<file path="config.mk">
export PLATFORM = sky130hd
export DESIGN_NAME = bram_load_sequencer
export DESIGN_NICKNAME = d
export VERILOG_FILES = /design/src/rtl/gat_pkg.sv /design/src/rtl/load_channel_counter.sv /design/src/rtl/bram_load_sequencer.sv
export SDC_FILE = /design/constraint.sdc
export NUM_CORES = 1
export LEC_CHECK = 0
export BUFFER_PORTS_ARGS = -buffer_cell sky130_fd_sc_hd__buf_2
export CORE_UTILIZATION = 55
export CTS_CLUSTER_SIZE = 25
export DETAILED_ROUTE_END_ITERATION = 7
export PLACE_DENSITY_LB_ADDON = 0.25
export SLEW_MARGIN = 20
export SYNTH_ARGS = -nofsm -noshare
export SYNTH_HDL_FRONTEND = slang
export SYNTH_HIERARCHICAL = 1
export SYNTH_SLANG_ARGS = --single-unit
</file>
<file path="constraint.sdc">
create_clock -name clk -period 8.3 [get_ports clk]
set_input_delay 1.66 -clock clk [delete_from_list [all_inputs] [get_ports clk]]
set_output_delay 1.66 -clock clk [all_outputs]
set_load 0.01 [all_outputs]
</file>
<file path="src/rtl/gat_pkg.sv">
// gat_pkg: shared FSM state type and BRAM channel index map for the loader and scheduler.
package gat_pkg;
    typedef enum logic [1:0] {IDLE, LOAD, DONE} state_t;
    localparam int CH_COL_IDX   = 0;
    localparam int CH_VALUE     = 1;
    localparam int CH_NODE_INFO = 2;
    localparam int CH_WEIGHT    = 3;
    localparam int CH_A         = 4;
    localparam int CH_SPARE     = 5;
endpackage

</file>
<file path="src/rtl/load_channel_counter.sv">
// load_channel_counter: per-channel latched length, write counter and sticky done flag.
module load_channel_counter #(
    parameter int ADDR_W = 18
) (
    input  logic              clk,
    input  logic              rst_n,
    input  logic              clr,
    input  logic              en,
    input  logic              inc,
    input  logic [ADDR_W-1:0] len_in,
    output logic [ADDR_W-1:0] cnt,
    output logic              full,
    output logic              done
);
    logic [ADDR_W-1:0] len;
    assign full = cnt == len;
    // done trails the final count by a cycle so the last write is committed first
    always_ff @(posedge clk or negedge rst_n) begin
        if (!rst_n) begin
            len  <= '0;
            cnt  <= '0;
            done <= 1'b0;
        end else if (clr) begin
            len  <= len_in;
            cnt  <= '0;
            done <= 1'b0;
        end else begin
            if (inc) cnt <= cnt + ADDR_W'(1);
            if (en && full) done <= 1'b1;
        end
    end
endmodule

</file>
<file path="src/rtl/bram_load_sequencer.sv">
// bram_load_sequencer: steers one tagged stream into NUM_CH BRAMs, generating
// write enables, addresses and per-channel / global done flags.
module bram_load_sequencer
    import gat_pkg::*;
#(
    parameter int NUM_CH = 6,
    parameter int DIN_W  = 32,
    parameter int ADDR_W = 18,
    parameter int CH_W   = $clog2(NUM_CH)
) (
    input  logic                     clk,
    input  logic                     rst_n,
    input  logic                     start,
    input  logic [NUM_CH*ADDR_W-1:0] ch_len,
    input  logic                     s_valid,
    output logic                     s_ready,
    input  logic [DIN_W-1:0]         s_data,
    input  logic [CH_W-1:0]          s_ch,
    output logic [DIN_W-1:0]         bram_din,
    output logic [NUM_CH-1:0]        bram_ena,
    output logic [ADDR_W-1:0]        bram_addra,
    output logic [NUM_CH-1:0]        load_done,
    output logic                     all_done,
    output logic                     busy,
    output logic                     err_drop
);
    state_t state, state_nx;
    logic clr, acc, drop;
    logic [NUM_CH-1:0] full, wr;
    logic [ADDR_W-1:0] cnt [NUM_CH];
    logic [ADDR_W-1:0] addr;

    assign busy    = state == LOAD;
    assign s_ready = busy;
    assign acc     = s_valid && s_ready;
    // out-of-range tags and full channels both leave wr empty, so either drops
    assign drop    = acc && !(|wr);

    for (genvar g = 0; g < NUM_CH; g++) begin : g_ch
        assign wr[g] = acc && s_ch == CH_W'(g) && !full[g];
        load_channel_counter #(.ADDR_W(ADDR_W)) u_cnt (
            .clk   (clk),
            .rst_n (rst_n),
            .clr   (clr),
            .en    (busy),
            .inc   (wr[g]),
            .len_in(ch_len[g*ADDR_W +: ADDR_W]),
            .cnt   (cnt[g]),
            .full  (full[g]),
            .done  (load_done[g])
        );
    end

    always_comb begin
        addr = '0;
        for (int i = 0; i < NUM_CH; i++)
            if (wr[i]) addr = addr | cnt[i];
    end

    always_comb begin
        state_nx = state;
        clr      = 1'b0;
        case (state)
            IDLE, DONE: if (start) begin
                state_nx = LOAD;
                clr      = 1'b1;
            end
            LOAD: if (&load_done) state_nx = DONE;
            default: state_nx = IDLE;
        endcase
    end

    always_ff @(posedge clk or negedge rst_n) begin
        if (!rst_n) begin
            state      <= IDLE;
            bram_ena   <= '0;
            bram_din   <= '0;
            bram_addra <= '0;
            err_drop   <= 1'b0;
            all_done   <= 1'b0;
        end else begin
            state    <= state_nx;
            bram_ena <= wr;
            if (|wr) begin
                bram_din   <= s_data;
                bram_addra <= addr;
            end
            err_drop <= !clr && (err_drop || drop);
            all_done <= !clr && &load_done;
        end
    end
endmodule

</file>
# Yosys cells after proc, flatten, opt, wreduce, memory -nomap -nowiden
# Index checks and enable logic that the tools add are counted.
# word_totals
ff_bits,282
latch_bits,0
mem_bits_rw,0
romBits,0
in_bits,147
output_inout_bits,66
mem_count,0
# op_classes
addsub,6
multipliers,0
div,0
n_lt_le_gt_ge,0
eq_ne,15
shift,0
n_mux,35
n_bitwise,5
reduce_logical,49
# op_table
op,n
18-bit 2-to-1 mux,18
"18-bit by 1-bit adder with 18-bit output, second input constant",6
18-bit equality test,6
18-bit bitwise OR,5
2-bit nonzero test,12
1-bit logical AND,22
1-bit 2-to-1 mux,14
1-bit zero test,8
"3-bit by 2-bit equality test with 1-bit output, second input constant",2
"3-bit equality test, second input constant",2
6-bit AND reduction,1
6-bit OR reduction,1
2-bit 2-to-1 mux,2
2-bit case mux with 2 select lines,1
"3-bit by 1-bit equality test with 1-bit output, second input constant",1
3-bit zero test,1
"2-bit by 1-bit equality test with 1-bit output, second input constant",1
"2-bit equality test, second input constant",1
2-bit zero test,1
"2-bit by 1-bit inequality test with 1-bit output, second input constant",1
"2-bit inequality test, second input constant",1
2-bit AND reduction,1
2-bit OR reduction,1
1-bit logical OR,1

# Depth between registers and ports, before layout
# logic_depth
depth_word,15
ltp_mapped,14
mapped_depth_nobuf,10

# Modules after synthesis
# Netlist, hierarchy kept.
# modules_own_cells
module,instances,cells_per_inst,area_per_inst_um2,seq_area_each_um2
load_channel_counter,6,162,1828.0,925.9
bram_load_sequencer,1,244,3128.0,1501.4

# Worst setup path before layout
# OpenSTA, ideal clock, no wires.
# synth_path
kind,input to register
from,in s_ch[1]
to,reg g_ch[0].u_cnt.cnt[17]
arrival_ps,3810
setup_slack_ps,4366
stages,8
path_buffers,2
cell_sequence,and4bb_2 > nand2b_1 > buf_1 > nor3_1 > nand4_1 > clkbuf_1 > nor4_1 > mux2_2
# synth_via
elab_chain_cells,4
# synth_lines
item,line_no,source
start: declaration,bram_load_sequencer.sv:18,"input logic [CH_W-1:0] s_ch,"
3-bit zero test,bram_load_sequencer.sv:40,assign wr[g] = acc && s_ch == CH_W'(g) && !full[g];
1-bit logical AND (2 in a row),bram_load_sequencer.sv:40,
named net wr[0],bram_load_sequencer.sv:29,"logic [NUM_CH-1:0] full, wr;"
2-bit nonzero test (no source line),-,
end signal: assignment,load_channel_counter.sv:28,if (inc) cnt <= cnt + ADDR_W'(1);
end: declaration,load_channel_counter.sv:11,"output logic [ADDR_W-1:0] cnt,"
# The timed path passes the listed nets, and every way through them passes these cells.
# A chain may end at the register's enable or synchronous reset.

# Final worst setup path
# layout_path
from,in s_valid
to,reg g_ch[3].u_cnt.cnt[17]
# layout_via
elab_chain_cells,4
# layout_lines
item,line_no,source
start: declaration,bram_load_sequencer.sv:15,"input logic s_valid,"
1-bit logical AND,bram_load_sequencer.sv:35,assign acc = s_valid && s_ready;
1-bit logical AND (2 in a row),bram_load_sequencer.sv:40,
named net wr[3],bram_load_sequencer.sv:29,
2-bit nonzero test (no source line),-,
end signal: assignment,load_channel_counter.sv:28,
end: declaration,load_channel_counter.sv:11,
# The timed path passes the listed nets, and every way through them passes these cells.

==> run metrics <==
run status=finished clean; Post-Syn Area=14100 sq um; setup TNS=0 ns; Async SR Flop Fraction=100%; vias in the first global route=9738; Final Max Slew Viols=0; Yosys reg bits=282; sequential area share after synthesis=50.1%; drt total wl=33800 um; Req. time, crit path=8.73 ns; drt via density=5.89; max-cap violations=0; R2R depth=9; post-synthesis simple-gate area fraction=13.1%; hold buffer count at cts=0; hold_sp=bram_din[13]; IO buf count=212; Synth Area in XOR/XNOR=10.1%; Reg-to-Reg End=g_ch[1].u_cnt/cnt[17]; drt pass-1 iters=6; CTS tree=yes; DP Worst Slack=3.75 ns; DR vias=10300; post-CTS setup buffers=0; Max Clock Skew=0.0210 ns; final setup vio count=0; GR Overflow Total=0; Compound-Gate Fraction of Synth Area=8.72%; Yosys cell types=47; Initial Util=56.0%; Avg Cell Area, Syn=11.6 sq um; synth-to-layout area growth=14.8%; largest family of logic cells by synthesized area=multiplexers; first-pass GRT wire length=53600 um; Tcrit/Tclk final=49.1%; die area=26300 sq um; worst hold stages=1; count of final hold-check violations=0; maximum VDD drop=181 uV; clk root buf=clkbuf_16; final setup margin=4.23 ns; core area=25200 sq um; IO Count=213; EDFF count, synth=0; reg-to-reg startpoint=g_ch[1].u_cnt/cnt[3]; width of the die=162 um; n_diodes=0; Hold WC Path Type=register to register; post-DP HPWL=23800 um; DRT iter0 DRCs=934; worst-path cell chain=buf_2 > nand3b_1 > nor3b_4 > and2_1 > nand4_1 > nor4_1 > mux2_2; synthesis warning total=6; Mapped Cells=1216; Top FF cell, synth=dfrtp_1; Tightest Pin Transition=1.09 ns; critical path fanouts, max=22; Clock transition at path regs=0.07 ns; cts bufs inserted=29; Die Y=162 um; layout cells sized above 1=31.6%; H-tree levels=1; RSZ-0062 raised after global routing=no; worst skew pair latency=0.56 ns; PD cells=259 nW/um^2; post-CTS sizing=0; Max clock buf depth=3; initial antenna violation count=0; Pleak=7.35 nW; f_max=246 MHz; WL per Instance=19.3 um; post-synthesis mux area share=13.5%; flop2flop setup slack=4.65 ns; worst hold path endpoint=bram_din[13]; CTS Sinks=282; slew margin rel.=27.4%; gp weighted congestion=0.944; GRT Overall Usage=26.0%; Cell Rows=58; CP arrival=4.51 ns; drt drc=0; Nets=1549; Critical Path Start Type=primary input; CP max stage cell=nor3b_4; post-synth net total=1369; remaining antenna violation count=0; min Tclk post-route=4.07 ns; max incr delay on CP=0.83 ns; Worst setup EP type=register; largest net degree at the start of global routing=152; Synth Area in Adders=0.533%; CP Class=primary input to register
==> cell type report <==
cell class	count	area (sq um)
fill	1975	9000
sequential	282	7060
multi-input combinational	826	6470
timing repair buffer	219	1140
clock buffer	35	778
tap	330	413
clock inverter	19	180
inverter	38	143
==> cells in the mapped netlist, types with 7 or more instances <==
master      n  area share (%)
mux2_2    123             9.8
nand4_1    18            0.80
dfrtp_1   282              50
or4_1      24             1.3
o31ai_1    24             1.3
inv_1      38             1.0
nor3_1     20            0.71
xnor2_1    42             2.6
nand2b_1    9            0.40
xor2_1    120             7.5
o22ai_1    19            0.84
a22oi_1    36             1.9
buf_6      15             1.2
nor2_1     85             2.3
buf_1      25            0.67
or3_1      12            0.53
and3_1      7            0.31
mux2_4     29             3.1
a221o_1    18             1.3
nand2_1    39             1.0
nor2b_1    18            0.80
a22o_1     18             1.1
a21oi_1    36             1.3
nand3_1    25            0.89
o21ai_0    13            0.46
nor4_1     42             1.9
clkbuf_1   24            0.64
==> per-layer routing <==
layer  part of all wire [%]  up-vias  track usage, %
met5                      0        -               0
met4                    2.8        0            7.50
met3                    6.9       61            4.09
met2                     46      404            40.0
met1                     45     5098            37.9
li1                       -     4742               -
==> per-stage QoR <==
step / cells / hold slack [ns] / utilization (%) / area (sq um) / total power [mW]
after floorplan: 1216 / 0.466 / - / 14100 / 2.62
after detailed placement: 1695 / 0.488 / 60.5 / 15200 / 2.92
after global placement: 1695 / 0.484 / 60.5 / 15200 / 2.87
final: 1749 / 0.505 / 64.3 / 16200 / 4.18
after global routing: 1749 / 0.522 / 64.3 / 16200 / 4.42
after CTS: 1749 / 0.508 / 64.3 / 16200 / 4.23
==> sequential cells by signal (all words and copies together) (netlist names) <==
name	cells
g_ch.u_cnt/cnt	108
g_ch.u_cnt/len	108
bram_din	32
bram_addra	18
bram_ena	6
g_ch.u_cnt/done	6
state	2
all_done	1
err_drop	1
==> critical path: cells and delay by family <==
kind	cells	cell delay, ns
and+or+nand+nor	5	2.34
muxes	1	0.37
buffers and inverters	1	0.11
==> cell usage in the layout, fill, tap and decap left out, drive strengths merged, types with 35 or more instances in the layout <==
cell type / n
dfrtp: 282
buf: 219
mux2: 152
xor2: 120
nor2: 85
xnor2: 42
nor4: 42
inv: 40
nand2: 39
a21oi: 37
a22oi: 36
clkbuf: 35
==> cell families after synthesis <==
kind of cell             Yosys count
buffers and inverters            108
AO/OA/AOI/OAI                    173
adder cells (fa/ha/maj)            6
flip-flops                       282
multiplexers                     159
XOR/XNOR                         162
AND/OR/NAND/NOR                  326
==> power by group <==
part | switching (mW) | internal [mW] | total [mW] | leakage [nW]
Sequential | 0.299 | 1.72 | 2.02 | 3.60
Clock | 0.557 | 0.737 | 1.29 | 0.460
Combinational | 0.361 | 0.507 | 0.868 | 3.29
Total | 1.22 | 2.97 | 4.18 | 7.35
==> worst max path at each step <==
stage / startpoint / end / slack [ns] / cells after the start
finish: s_valid / g_ch[3].u_cnt/cnt[17] / 4.23 / 7
global route: s_ch[1] / g_ch[4].u_cnt/cnt[17] / 4.08 / 7
detailed placement: s_valid / g_ch[3].u_cnt/cnt[17] / 3.75 / 7
global placement: s_valid / g_ch[2].u_cnt/cnt[17] / 3.86 / 7
floorplan: s_ch[1] / g_ch[0].u_cnt/cnt[17] / 4.37 / 8
CTS: s_valid / g_ch[3].u_cnt/cnt[17] / 4.32 / 7
Note: power is estimated with default switching activity, not from simulation.
